### src/rtl/dcache_line_mem_adapter.sv
// rtl/dcache_line_mem_adapter.sv - data-cache line to 32-bit word-bus adapter (option: DCACHE_CRITICAL_WORD_FIRST_EN)
//
// Takes one cache-line refill or writeback, runs it as BEATS single-word
// transfers on a req/ack memory bus and answers the cache with a single ack.
// With DCACHE_CRITICAL_WORD_FIRST_EN defined, refills begin at the requested
// word and wrap around the line; writebacks always begin at word 0.

module dcache_line_mem_adapter #(
  parameter int ADDR_WIDTH = 32,
  parameter int LINE_WIDTH = 128,
  parameter int WORD_WIDTH = 32
) (
  input  logic                    clk_i,
  input  logic                    rst_ni,
  // cache line side
  input  logic                    dcache2mem_req_i,
  input  logic                    dcache2mem_wr_i,
  input  logic [ADDR_WIDTH-1:0]   dcache2mem_addr_i,
  input  logic [LINE_WIDTH-1:0]   dcache2mem_data_i,
  output logic                    mem2dcache_ack_o,
  output logic [LINE_WIDTH-1:0]   mem2dcache_data_o,
  // word bus side
  output logic                    mem_req_o,
  output logic                    mem_we_o,
  output logic [ADDR_WIDTH-1:0]   mem_addr_o,
  output logic [WORD_WIDTH-1:0]   mem_wdata_o,
  output logic [WORD_WIDTH/8-1:0] mem_sel_byte_o,
  input  logic                    mem_ack_i,
  input  logic [WORD_WIDTH-1:0]   mem_rdata_i
);

  localparam int BEATS      = LINE_WIDTH / WORD_WIDTH;
  localparam int IDX_W      = $clog2(BEATS);
  localparam int OFF_W      = $clog2(WORD_WIDTH / 8);
  localparam int LINE_OFF_W = IDX_W + OFF_W;
  localparam int HI_W       = ADDR_WIDTH - LINE_OFF_W;

  typedef enum logic [1:0] {
    S_IDLE = 2'd0,
    S_XFER = 2'd1,
    S_RESP = 2'd2
  } state_t;

  state_t                r_state;
  state_t                w_state_nxt;

  logic                  r_wr;
  logic [HI_W-1:0]       r_addr_hi;
  logic [LINE_WIDTH-1:0] r_wdata_buf;
  logic [LINE_WIDTH-1:0] r_line_buf;
  logic [IDX_W-1:0]      r_beat_cnt;
  logic [IDX_W-1:0]      r_start;

  logic                  w_accept;
  logic                  w_beat_done;
  logic                  w_last_beat;
  logic [IDX_W-1:0]      w_idx;
  logic [IDX_W-1:0]      w_start;
  logic                  w_unused_addr;

  // Word offset within the line is only meaningful for critical-word-first refills.
`ifdef DCACHE_CRITICAL_WORD_FIRST_EN
  assign w_start = dcache2mem_wr_i ? '0 : dcache2mem_addr_i[LINE_OFF_W-1:OFF_W];
`else
  assign w_start = '0;
`endif

  // Low address bits never reach the word bus directly; they are rebuilt from w_idx.
  assign w_unused_addr = ^dcache2mem_addr_i[LINE_OFF_W-1:0];

  // Beat order wraps around the line starting from the latched start index.
  assign w_idx       = r_start + r_beat_cnt;
  assign w_beat_done = (r_state == S_XFER) && mem_ack_i;
  assign w_last_beat = (r_beat_cnt == IDX_W'(BEATS - 1));

  // Whole words only, so every byte lane is always enabled.
  assign mem_sel_byte_o = '1;

  // The assembled refill line doubles as the response data and persists across writebacks.
  assign mem2dcache_data_o = r_line_buf;

  // State register; reset abandons any transfer in flight.
  always_ff @(posedge clk_i or negedge rst_ni) begin
    if (!rst_ni) begin
      r_state <= S_IDLE;
    end else begin
      r_state <= w_state_nxt;
    end
  end

  // Next-state and bus outputs; bus signals are driven only while a word transfer is active.
  always_comb begin
    w_state_nxt      = r_state;
    w_accept         = 1'b0;
    mem_req_o        = 1'b0;
    mem_we_o         = 1'b0;
    mem_addr_o       = '0;
    mem_wdata_o      = '0;
    mem2dcache_ack_o = 1'b0;
    case (r_state)
      S_IDLE: begin
        if (dcache2mem_req_i) begin
          w_accept    = 1'b1;
          w_state_nxt = S_XFER;
        end
      end
      S_XFER: begin
        mem_req_o   = 1'b1;
        mem_we_o    = r_wr;
        mem_addr_o  = {r_addr_hi, w_idx, {OFF_W{1'b0}}};
        mem_wdata_o = r_wdata_buf[w_idx*WORD_WIDTH +: WORD_WIDTH];
        if (mem_ack_i && w_last_beat) begin
          w_state_nxt = S_RESP;
        end
      end
      S_RESP: begin
        mem2dcache_ack_o = 1'b1;
        w_state_nxt      = S_IDLE;
      end
      default: begin
        w_state_nxt = S_IDLE;
      end
    endcase
  end

  // Request capture, beat counting and refill line assembly.
  always_ff @(posedge clk_i or negedge rst_ni) begin
    if (!rst_ni) begin
      r_wr        <= 1'b0;
      r_addr_hi   <= '0;
      r_wdata_buf <= '0;
      r_line_buf  <= '0;
      r_beat_cnt  <= '0;
      r_start     <= '0;
    end else begin
      if (w_accept) begin
        r_wr        <= dcache2mem_wr_i;
        r_addr_hi   <= dcache2mem_addr_i[ADDR_WIDTH-1:LINE_OFF_W];
        r_wdata_buf <= dcache2mem_data_i;
        r_start     <= w_start;
        r_beat_cnt  <= '0;
      end
      if (w_beat_done) begin
        r_beat_cnt <= r_beat_cnt + IDX_W'(1);
        if (!r_wr) begin
          r_line_buf[w_idx*WORD_WIDTH +: WORD_WIDTH] <= mem_rdata_i;
        end
      end
    end
  end

endmodule

### config.mk
export PLATFORM = sky130hd
export DESIGN_NAME = dcache_line_mem_adapter
export DESIGN_NICKNAME = d
export VERILOG_FILES = /design/src/rtl/dcache_line_mem_adapter.sv
export SDC_FILE = /design/constraint.sdc
export NUM_CORES = 1
export LEC_CHECK = 0
export CORE_ASPECT_RATIO = 1.75
export CORE_MARGIN = 2
export CORE_UTILIZATION = 47
export CTS_CLUSTER_SIZE = 25
export DETAILED_ROUTE_END_ITERATION = 8
export MAX_ROUTING_LAYER = met4
export PLACE_DENSITY = 0.83
export SLEW_MARGIN = 20
export SYNTH_ARGS = -nofsm -noshare
export SYNTH_HDL_FRONTEND = slang
export SYNTH_SLANG_ARGS = --single-unit
### constraint.sdc
create_clock -name clk_i -period 2.8 [get_ports clk_i]
set_input_delay 0.56 -clock clk_i [delete_from_list [all_inputs] [get_ports clk_i]]
set_output_delay 0.56 -clock clk_i [all_outputs]
set_load 0.01 [all_outputs]
Yosys cells after proc, flatten, opt, wreduce, memory -nomap -nowiden
Index checks and enable logic that the tools add are counted.

storage, ports and cells
  flip-flop bits (word level) = 289
  bits of input ports = 197
  output and inout port bits = 199
  word-level logic and storage cells = 36

operators by class
  add/subtract/negate cells = 2
  eq/ne operators = 5
  shift operators = 3
  mux-type cells = 13
  bitwise logic cells = 1
  reduce and logical (&&, ||, !) cells = 6

operators by type and width
  operator                   number
  $bwmux 128                 1
  $shift 32x34->128 const A  1
  $shiftx 128x8->32          1
  $shiftx 32x34->128         1
  $mux 32                    2
  $neg 7->34                 1
  $mux 2                     4
  $mux 1                     5
  $eq 2x2->1 const B         2
  $pmux 2 s2                 1
  $reduce_and 2->1           2
  $add 2x1->2 const B        1
  $eq 2x1->1 const B         1
  $logic_and 1x1->1          2
  $logic_not 2->1            1
  $ne 2x1->1 const B         1
  $ne 2x2->1 const B         1
  $reduce_bool 2->1          1
  $not 1->1                  1

Logic depth before layout (Yosys ltp)
Gate-level depths: netlist of the first run.

  word-level depth = 4
  gate-level depth with buffers = 9

Least setup slack after synthesis of the first run
OpenSTA, ideal clock, no wires.

  kind = reg2reg
  from = register r_beat_cnt[1]
  to = register r_line_buf[10] (netlist: mem2dcache_data_o[10])
  setup time = 0.121 ns
  data arrival time = 2.205 ns
  data required time = 2.679 ns
  path slack = 0.475 ns
  cell stages (with the launch flop) = 10
  buffers on the path = 4
  cell sequence = dfrtp_1 buf_2 clkbuf_1 inv_1 ha_1 and4bb_1 and2_1 buf_2 buf_4 a22o_1

between the ends
  word-level cells in the longest chain between the ends = 3

RTL lines
  item                                                            RTL line  text
  start: declaration                                              51        logic [IDX_W-1:0] r_beat_cnt;
  start signal: assignment                                        144       r_beat_cnt <= r_beat_cnt + IDX_W'(1);
  $neg 7->34 *                                                    146       r_line_buf[w_idx*WORD_WIDTH +: WORD_WIDTH] <= mem_rdata_i;
  $shiftx 32x34->128 / $shift 32x34->128 (equally long branches)  146
  $bwmux 128 *                                                    146
  end signal: indexed assignment                                  146
  end: declaration                                                50        logic [LINE_WIDTH-1:0] r_line_buf;

Every way passes the cells marked *; elsewhere a longest branch is shown, timed or not.
A chain may end at the register's enable or synchronous reset.

Final worst setup path of the first run
  from = register r_beat_cnt[0]
  to = output port mem_wdata_o[2]

between the ends
  word-level cells in the longest chain between the ends = 2

RTL lines
  item               RTL line  text
  $shiftx 128x8->32  111       mem_wdata_o = r_wdata_buf[w_idx*WORD_WIDTH +: WORD_WIDTH];
  $mux 32            100       case (r_state)
  end: declaration   26        output logic [WORD_WIDTH-1:0] mem_wdata_o,

Every way passes these cells.

==> summary.md, run 1 <==
| Metric | Value |
|---|---|
| HPWL Detailed | `25300 um` |
| Sequential share of the synthesized area | `0.571` |
| R2R cell count | `9` |
| Max H-tree Level | `1` |
| Slew @ Worst Pin | `0.537 ns` |
| Area grow syn2layout | `41.9%` |
| Unrepaired setup endpoints after global routing | `yes` |
| Setup TNS | `0 ns` |
| Unique masters post-synth | `34` |
| Worst vdd ir | `0.000766 V` |
| Power Density | `1120 mW/mm2` |
| Clock sink count | `289` |
| CTS Buf Count | `27` |
| DRC Markers | `0` |
| Routed wire length | `36200 um` |
| DRT antenna net count | `0` |
| Vias post-DR | `9298` |
| Hold EP | `r_addr_hi[13]` |
| Hold WS | `0.499 ns` |
| GRT Overall Usage | `0.265` |
| Hold crit path type | `reg2reg` |
| Number of port buffers | `385` |
| Crit start category | `register` |
| Vias in the first global route | `10100` |
| Final Hold Vio Count | `0` |
| Root Driver | `clkbuf_16` |
| Critical Path End Type | `output pin` |
| CTS clk-pin slew, worst paths | `0.07 ns` |
| Clk_lat worst skew | `0.54 ns` |
| Syn Area/Cell | `13.5 um2` |
| Status | `completed` |
| Data arrival, critical path | `2.20 ns` |
| Chip width | `128 um` |
| Yosys reg bits | `289` |
| Initial antenna violation count | `3` |
| First-pass GRT wire length | `56500 um` |
| Finished Cell Area | `0.0180 mm2` |
| Critical Path Fanout Max | `5` |
| Die Ht | `221 um` |
| TritonCTS clock tree | `yes` |
| Finished Core Util | `0.677` |
| Ratio of cells with drive above 1 in the final layout | `0.246` |
| DR iter-0 viols | `460` |
| Skew final | `0.0237 ns` |
| Leak pwr | `7.55 nW` |
| Placed cell area | `0.0169 mm2` |
| Initial DRT Pass Iterations | `4` |
| Setup CP Type | `reg2out` |
| Core ar. | `0.0266 mm2` |
| R2R Path Start | `r_beat_cnt[0]` |
| Total power draw | `20.1 mW` |
| Min-delay src | `r_addr_hi[13]` |
| Pin count of the biggest net entering global routing | `62` |
| Worst Path Required | `2.24 ns` |
| Period utilization | `0.986` |
| Longest Clk Path Bufs | `3` |
| Worst r2r dst | `mem2dcache_data_o[4]` |
| Yosys warns | `0` |
| Row cnt | `79` |
| Gpl congestion | `0.858` |
| Fin nets | `1523` |
| Max-slew violations | `0` |
| R2R setup slack | `0.22 ns` |
| FMAX | `0.362 GHz` |
| Post-Syn Area | `0.0127 mm2` |
| WL per Instance | `21.7 um` |
| Num ports | `396` |
| Max-cap check violation count | `0` |
| Hold path depth | `1` |
| Synth Instances | `939` |
| Gr ovfl total | `0` |
| Minimum clock period after layout | `2.76 ns` |
| Drt via density | `5.58` |
| Starting Density | `0.477` |
| Die Footprint | `0.0284 mm2` |
| Final setup vio count | `0` |
| Max-slew headroom | `0.642` |
## what timing repair did
item | in CTS | in global routing
pin swaps | 0 | 0
hold buffers | 1 | 0
cloned | 2 | 2
setup buffers | 5 | 5
endpoints found under the setup margin | 54 | 20
hold endpoints to repair | 54 | 0
gates resized for setup | 44 | 37
## registers in the layout (all words and copies together), names as in the netlist
| signal | count |
|---|---|
| r_wr | 1 |
| r_wdata_buf | 128 |
| r_state | 2 |
| r_addr_hi | 28 |
| mem2dcache_data_o | 128 |
| r_beat_cnt | 2 |
## layer usage
layer / GRT usage / routed length [um] / up-vias / part of all wire
met1: 0.284 / 12600 / 4724 / 0.35
met2: 0.462 / 19500 / 414 / 0.54
met5: - / 0 / - / 0
li1: - / - / 4050 / -
met3: 0.0406 / 2030 / 110 / 0.056
met4: 0.146 / 2160 / 0 / 0.060
## cells in the final DEF, fill, tap and decap left out, types with 17 or more instances in the layout
cell and count:
mux4_2 32, mux2_2 160, clkdlybuf4s50_1 352, inv_1 65, buf_4 22, dfrtp_1 285, a31o_2 27, nand4_1 32
nand2_1 34, a21boi_0 31, and2_1 64, clkbuf_16 29, buf_12 17, o21ai_0 20, a22o_1 31, mux2i_1 32
## critical path, stage by stage, from the launching register on
cell and delay [ns]:
dfrtp_2 0.49, buf_12 0.17, buf_4 0.11, mux4_2 0.47, and2_1 0.17, clkdlybuf4s15_1 0.24
## Yosys cell counts, drive strengths merged
cell type | instances | share of area
a31o | 31 | 0.021
o21ai | 32 | 0.013
mux2i | 32 | 0.025
ha | 5 | 0.0049
a21bo | 1 | 0.00079
clkbuf | 26 | 0.0077
a22o | 31 | 0.021
mux4 | 32 | 0.057
buf | 53 | 0.027
inv | 65 | 0.019
nand3b | 3 | 0.0018
nor4b | 1 | 0.0019
nor2 | 1 | 0.00030
a21boi | 31 | 0.018
nor3 | 2 | 0.0012
a21o | 1 | 0.00059
dfrtp | 289 | 0.57
and3b | 1 | 0.00069
and2 | 66 | 0.033
nor2b | 2 | 0.00099
nand2 | 34 | 0.010
conb | 2 | 0.00059
nor3b | 3 | 0.0022
and3 | 1 | 0.00049
mux2 | 160 | 0.14
nand4 | 32 | 0.016
and4bb | 2 | 0.0020
## worst max-delay path by stage
stage | start | to | slack, ns | cells after the start
floorplan | r_beat_cnt[1] | mem2dcache_data_o[10] | 0.47 | 9
global placement | r_beat_cnt[0] | mem_wdata_o[24] | 0.40 | 4
detailed placement | r_beat_cnt[0] | mem_wdata_o[23] | 0.39 | 4
CTS | r_beat_cnt[0] | mem_wdata_o[19] | -0.08 | 6
global route | r_beat_cnt[0] | mem_wdata_o[11] | -0.02 | 4
finish | r_beat_cnt[0] | mem_wdata_o[2] | 0.04 | 5
## report_power, final
part	switching, mW	internal [mW]	leakage [nW]
clock	1.61	2.22	0.457
combinational	3.95	5.34	3.47
sequential	1.00	6.02	3.62
total	6.56	13.6	7.55
## cells by family (layout without fill, tap and decap cells)
logic type	after synthesis	in the layout	synth area share
AO/OA/AOI/OAI	127	127	0.0752
adder cells (fa/ha/maj)	5	5	0.00494
buffers and inverters	144	541	0.0544
flip-flops	289	289	0.571
multiplexers	224	224	0.224
other	2	9	0.000592
AND/OR/NAND/NOR	148	148	0.0701
## area by class of cell
type	count	area [um2]
sequential	289	7240
clock buffer	36	769
inverter	65	244
multi-input combinational	510	4800
tap	324	405
fill	1847	8600
antenna	3	7.51
clock inverter	12	156
timing repair buffer	428	4380
## metrics by stage
stage / std cells / worst slack [ns]
floorplan: 943 / 0.475
global placement: 1603 / 0.402
detailed placement: 1603 / 0.387
CTS: 1659 / -0.0777
global route: 1667 / -0.0246
finish: 1667 / 0.0393
Note: power is estimated with default switching activity, not from simulation.
==> inputs of run 2 (changes only) <==
--- a/config.mk
+++ b/config.mk
@@ -8,7 +8,7 @@
 export CORE_ASPECT_RATIO = 1.75
 export CORE_MARGIN = 2
 export CORE_UTILIZATION = 47
-export CTS_CLUSTER_SIZE = 25
+export CTS_CLUSTER_SIZE = 12
 export DETAILED_ROUTE_END_ITERATION = 8
 export MAX_ROUTING_LAYER = met4
 export PLACE_DENSITY = 0.83
==> summary.md, run 2 (synthesis gave the netlist of run 1 again) <==
| Metric | Value |
|---|---|
| Status | `completed (unchanged)` |
| DRC Markers | `0 (unchanged)` |
| DR iter-0 viols | `458 (was 460)` |
| Crit path largest cell delay | `0.49 ns (about the same)` |
| Number of port buffers | `385 (unchanged)` |
| Total power draw | `19.7 mW (was 20.1 mW)` |
| Leak pwr | `7.50 nW (was 7.55 nW)` |
| Hold crit path type | `reg2reg (unchanged)` |
| Initial antenna violation count | `2 (was 3)` |
| WP buf/inv | `3 (unchanged)` |
| Placement Setup Slack | `0.387 ns (unchanged)` |
| Core ar. | `0.0266 mm2 (unchanged)` |
| Setup CP Type | `reg2out (unchanged)` |
| Drt via density | `5.55 (was 5.58)` |
| Period utilization | `0.985 (was 0.986)` |
| Setup TNS | `0 ns (unchanged)` |
| Gpl congestion | `0.858 (unchanged)` |
| Critical Path Fanout Max | `12 (was 5)` |
| Die Footprint | `0.0284 mm2 (unchanged)` |
| Max H-tree Level | `1 (unchanged)` |
| Sequential share of power | `0.356 (was 0.349)` |
| Final setup vio count | `0 (unchanged)` |
| Fin nets | `1522 (was 1523)` |
| Delay-heaviest family, CP | `buffers and inverters (unchanged)` |
| Row cnt | `79 (unchanged)` |
| WL per Instance | `21.7 um (about the same)` |
| Skew final | `0.00846 ns (was 0.0237 ns)` |
| Net Switching | `6.42 mW (was 6.56 mW)` |
| Area grow syn2layout | `40.6% (was 41.9%)` |
| Slowest CP cell | `mux4_2 (was dfrtp_2)` |
| Unrepaired setup endpoints after global routing | `yes (unchanged)` |
| Comb pwr share | `0.466 (was 0.461)` |
| P_int | `13.2 mW (was 13.6 mW)` |
| Critical Path End Type | `output pin (unchanged)` |
| HPWL Detailed | `25300 um (unchanged)` |
| Clk_lat worst skew | `0.55 ns (was 0.54 ns)` |
| Data arrival, critical path | `2.20 ns (about the same)` |
| Post-route setup slack | `0.0433 ns (was 0.0393 ns)` |
| Gr ovfl total | `0 (unchanged)` |
| Clock sink count | `289 (unchanged)` |
| Switching Fraction | `0.327 (was 0.326)` |
| CTS clk-pin slew, worst paths | `0.06 ns (was 0.07 ns)` |
| Worst vdd ir | `0.000657 V (was 0.000766 V)` |
| Max-slew headroom | `0.632 (was 0.642)` |
| CTS Buf Count | `29 (was 27)` |
| Commonest cells after routing, fill and taps aside | `352 x clkdlybuf4s50_1, 286 x dfrtp_1, 160 x mux2_2 (was 352 x clkdlybuf4s50_1, 285 x dfrtp_1, 160 x mux2_2)` |
| Power share of the clock group | `0.178 (was 0.190)` |
| Ratio of cells with drive above 1 in the final layout | `0.233 (was 0.246)` |
| Vias in the first global route | `9989 (was 10100)` |
| TritonCTS clock tree | `yes (unchanged)` |
| Root Driver | `clkbuf_16 (unchanged)` |
| Slew @ Worst Pin | `0.552 ns (was 0.537 ns)` |
| Longest Clk Path Bufs | `3 (unchanged)` |
| Vias post-DR | `9188 (was 9298)` |
| Chip width | `128 um (unchanged)` |
| FMAX | `0.363 GHz (was 0.362 GHz)` |
| Routed wire length | `35900 um (was 36200 um)` |
| CP cell instances | `buf_4 > buf_16 > mux4_2 > and2_1 > dlygate4sd2_1 (was buf_12 > buf_4 > mux4_2 > and2_1 > clkdlybuf4s15_1)` |
| DRT antenna net count | `0 (unchanged)` |
| Die Ht | `221 um (unchanged)` |
| Max-slew violations | `0 (unchanged)` |
| GRT Overall Usage | `0.263 (was 0.265)` |
| Power Density | `1100 mW/mm2 (was 1120 mW/mm2)` |
| Minimum clock period after layout | `2.76 ns (about the same)` |
| Num ports | `396 (unchanged)` |
| Max-cap check violation count | `0 (unchanged)` |
| Initial DRT Pass Iterations | `4 (unchanged)` |
| Final Hold Vio Count | `0 (unchanged)` |
| Starting Density | `0.477 (unchanged)` |
| Crit start category | `register (unchanged)` |
| Commonest non-fill, non-tap cell in the layout | `clkdlybuf4s50_1 (unchanged)` |
| Worst Path Required | `2.24 ns (about the same)` |
| First-pass GRT wire length | `56200 um (was 56500 um)` |
| Pin count of the biggest net entering global routing | `62 (unchanged)` |
-- run 2: final cells by class --
type	instances	area [um2]
multi-input combinational	510	4790
antenna	3	7.51
timing repair buffer	425	4320
clock buffer	38	800
tap	324	405
sequential	289	7240
fill	1883	8770
clock inverter	2	13.8
inverter	65	244
-- run 2: worst register-to-register path: cells and delay by family (launching register included) --
| family | cells | cell delay [ns] |
|---|---|---|
| compound gates | 1 | 0.24 |
| fa+ha+maj | 1 | 0.41 |
| buf+inv | 4 | 0.84 |
| flops | 1 | 0.44 |
| simple gates | 2 | 0.40 |
-- run 2: what timing repair did --
action	in CTS	in global routing
setup endpoints to repair	54	11
resized for setup	47	5
hold buffers	1	0
endpoints found under the hold margin	54	0
pin swaps	0	0
cloned	1	1
buffers inserted	5	2
-- run 2: final timing paths --
kind,end,depth (start not counted),start,slack (ns)
min,r_addr_hi[13],1,r_addr_hi[13],0.49
min reg2reg,r_addr_hi[13],1,r_addr_hi[13],0.49
min in group asynchronous,mem2dcache_data_o[25],2,rst_ni,0.55
max reg2reg,mem2dcache_data_o[21],8,r_beat_cnt[0],0.38
max in group asynchronous,r_wdata_buf[105],3,rst_ni,1.34
max,mem_wdata_o[19],5,r_beat_cnt[0],0.04
-- run 2: stage by stage --
step | hold slack, ns | instances | area [um2] | utilization
final | 0.495 | 1656 | 17800 | 0.670
after global routing | 0.514 | 1655 | 17800 | 0.670
after CTS | 0.495 | 1650 | 17800 | 0.669
after detailed placement | 0.480 | 1603 | 16900 | 0.636
after global placement | 0.475 | 1603 | 16900 | 0.636
after floorplan | 0.264 | 943 | 12700 | -
-- run 2: power by group through the flow --
stage	clock network, mW	registers [mW]	logic [mW]
floorplan	0	7.07	4.77
global placement	0	6.93	9.07
detailed placement	0	7.06	9.28
CTS	3.59	7.00	9.20
global route	3.74	7.23	9.81
finish	3.50	7.01	9.15
-- run 2: layer usage --
| metal | global-route usage | up-vias | share of wire |
|---|---|---|---|
| li1 | - | 4045 | - |
| met1 | 0.285 | 4664 | 0.35 |
| met2 | 0.465 | 379 | 0.55 |
| met3 | 0.0435 | 100 | 0.055 |
| met4 | 0.125 | 0 | 0.052 |
| met5 | - | - | 0 |
==> inputs of run 3 (changes only) <==
--- a/config.mk
+++ b/config.mk
@@ -8,10 +8,12 @@
 export CORE_ASPECT_RATIO = 1.75
 export CORE_MARGIN = 2
 export CORE_UTILIZATION = 47
+export CTS_CLUSTER_DIAMETER = 80
 export CTS_CLUSTER_SIZE = 12
 export DETAILED_ROUTE_END_ITERATION = 8
 export MAX_ROUTING_LAYER = met4
 export PLACE_DENSITY = 0.83
+export SKIP_LAST_GASP = 1
 export SLEW_MARGIN = 20
 export SYNTH_ARGS = -nofsm -noshare
 export SYNTH_HDL_FRONTEND = slang
==> summary.md, run 3 (synthesis gave the netlist of run 1 again) <==
| Metric | Value |
|---|---|
| Status | `finished, violations left (was completed)` |
| Failing checks | `negative setup slack` |
| Power Density | `1110 mW/mm2 (was 1100 mW/mm2)` |
| Data arrival, critical path | `2.38 ns (was 2.20 ns)` |
| Unrepaired setup endpoints after global routing | `yes (unchanged)` |
| Fin nets | `1529 (was 1522)` |
| Minimum clock period after layout | `2.94 ns (was 2.76 ns)` |
| TritonCTS clock tree | `yes (unchanged)` |
| Ratio of cells with drive above 1 in the final layout | `0.232 (was 0.233)` |
| Crit start category | `register (unchanged)` |
| Gpl congestion | `0.858 (unchanged)` |
| Setup CP Type | `reg2out (unchanged)` |
| Initial DRT Pass Iterations | `5 (was 4)` |
| Chip width | `128 um (unchanged)` |
| Longest Clk Path Bufs | `3 (unchanged)` |
| Worst Path Required | `2.24 ns (about the same)` |
| Period utilization | `1.05 (was 0.985)` |
| Commonest non-fill, non-tap cell in the layout | `clkdlybuf4s50_1 (unchanged)` |
| FMAX | `0.340 GHz (was 0.363 GHz)` |
| Row cnt | `79 (unchanged)` |
| Commonest cells after routing, fill and taps aside | `367 x clkdlybuf4s50_1, 285 x dfrtp_1, 160 x mux2_2 (was 352 x clkdlybuf4s50_1, 286 x dfrtp_1, 160 x mux2_2)` |
| Die Ht | `221 um (unchanged)` |
| Core ar. | `0.0266 mm2 (unchanged)` |
| Final setup vio count | `17 (was 0)` |
| Clk_lat worst skew | `0.54 ns (was 0.55 ns)` |
| Max-slew violations | `0 (unchanged)` |
| DR iter-0 viols | `419 (was 458)` |
| Vias in the first global route | `9954 (was 9989)` |
| Starting Density | `0.477 (unchanged)` |
| Final non-filler cell total | `1656 (unchanged)` |
| Vias post-DR | `9166 (was 9188)` |
| Leak pwr | `7.53 nW (was 7.50 nW)` |
| Num ports | `396 (unchanged)` |
| Die Footprint | `0.0284 mm2 (unchanged)` |
| Placement Setup Slack | `0.387 ns (unchanged)` |
| Drt via density | `5.54 (was 5.55)` |
| CTS clk-pin slew, worst paths | `0.06 ns (about the same)` |
| Hold path depth | `1 (unchanged)` |
| Dpl cells | `1603 (unchanged)` |
| Root Driver | `clkbuf_16 (unchanged)` |
| Hold crit path type | `reg2reg (unchanged)` |
| Routed wire length | `35900 um (about the same)` |
| Area grow syn2layout | `41.0% (was 40.6%)` |
| DRC Markers | `0 (unchanged)` |
| Number of port buffers | `385 (unchanged)` |
| CTS Buf Count | `28 (was 29)` |
| GRT Overall Usage | `0.263 (about the same)` |
| Setup TNS | `-1.70 ns (was 0 ns)` |
| WL per Instance | `21.7 um (about the same)` |
| Max-slew headroom | `0.639 (was 0.632)` |
| Critical Path End Type | `output pin (unchanged)` |
| R2R cell count | `8 (unchanged)` |
| Slew @ Worst Pin | `0.542 ns (was 0.552 ns)` |
| Final Hold Vio Count | `0 (unchanged)` |
| HPWL Detailed | `25300 um (unchanged)` |
| Critical Path Fanout Max | `17 (was 12)` |
| Skew final | `0.00878 ns (was 0.00846 ns)` |
| Pin count of the biggest net entering global routing | `62 (unchanged)` |
| Clock sink count | `289 (unchanged)` |
| Initial antenna violation count | `2 (unchanged)` |
| First-pass GRT wire length | `56100 um (was 56200 um)` |
| FILL cells | `1889 (was 1883)` |
| Worst vdd ir | `0.000704 V (was 0.000657 V)` |
| Max H-tree Level | `1 (unchanged)` |
| Gr ovfl total | `0 (unchanged)` |
| DRT antenna net count | `0 (unchanged)` |
| Max-cap check violation count | `0 (unchanged)` |
| Post-route setup slack | `-0.140 ns (was 0.0433 ns)` |
[run 3: cell count changes in the layout (fill, tap and decap cells not counted), sizes merged]
cell / change
clkdlybuf4s50: +15
dlygate4sd2: -17
dlymetal6s2s: +6
clkinv: -1
clkbuf: -8
buf: +6
diode: -1
[run 3: timing repair]
action,in CTS,in global routing
hold buffers,1,0
gates resized for setup,17,10
hold endpoints to repair,54,0
setup endpoints to repair,54,35
cloned,1,1
buffers inserted,5,10
[run 3: path summary, 6_finish.rpt]
path	from	slack, ns	to
worst min register to register	r_addr_hi[13]	0.50	r_addr_hi[13]
worst max register to register	r_beat_cnt[0]	0.40	mem2dcache_data_o[2]
worst max-delay path	r_beat_cnt[0]	-0.14	mem_wdata_o[7]
max in group asynchronous	rst_ni	1.35	r_wdata_buf[41]
min in group asynchronous	rst_ni	0.57	mem2dcache_data_o[27]
worst min-delay path	r_addr_hi[13]	0.50	r_addr_hi[13]
[run 3: power by group]
part	total (mW)	switching (mW)	internal, mW	leakage (nW)
combinational	9.41	3.92	5.49	3.54
sequential	7.01	0.991	6.02	3.62
clock	3.34	1.51	1.83	0.367
[run 3: per-stage QoR]
step	hold WS [ns]	area, um2	utilization	power, mW
final	0.497	17900	0.672	19.8
after global routing	0.502	17900	0.672	20.9
after CTS	0.499	17700	0.667	19.8
after global placement	0.475	16900	0.636	16.0
after detailed placement	0.480	16900	0.636	16.3
after floorplan	0.264	12700	-	11.8
[run 3: routing by layer]
layer | wire, um | track usage | up-vias | part of all wire
met5 | 0 | - | - | 0
met4 | 1980 | 0.132 | 0 | 0.055
met3 | 1990 | 0.0413 | 106 | 0.056
met2 | 19500 | 0.461 | 377 | 0.54
met1 | 12400 | 0.285 | 4629 | 0.35
li1 | - | - | 4054 | -
[run 3: critical path: stages (launching register included)]
cell	delay [ns]
dfrtp_2	0.42
buf_12	0.20
mux4_2	0.52
and2_1	0.17
clkdlybuf4s50_1	0.51
[run 3: area by class of cell]
class / instances / area, um2 / area share
antenna: 2 / 5.00 / 0.000280
sequential: 289 / 7240 / 0.405
clock inverter: 1 / 11.3 / 0.000630
timing repair buffer: 433 / 4430 / 0.248
inverter: 65 / 244 / 0.0137
tap: 324 / 405 / 0.0227
multi-input combinational: 510 / 4790 / 0.268
clock buffer: 32 / 737 / 0.0412
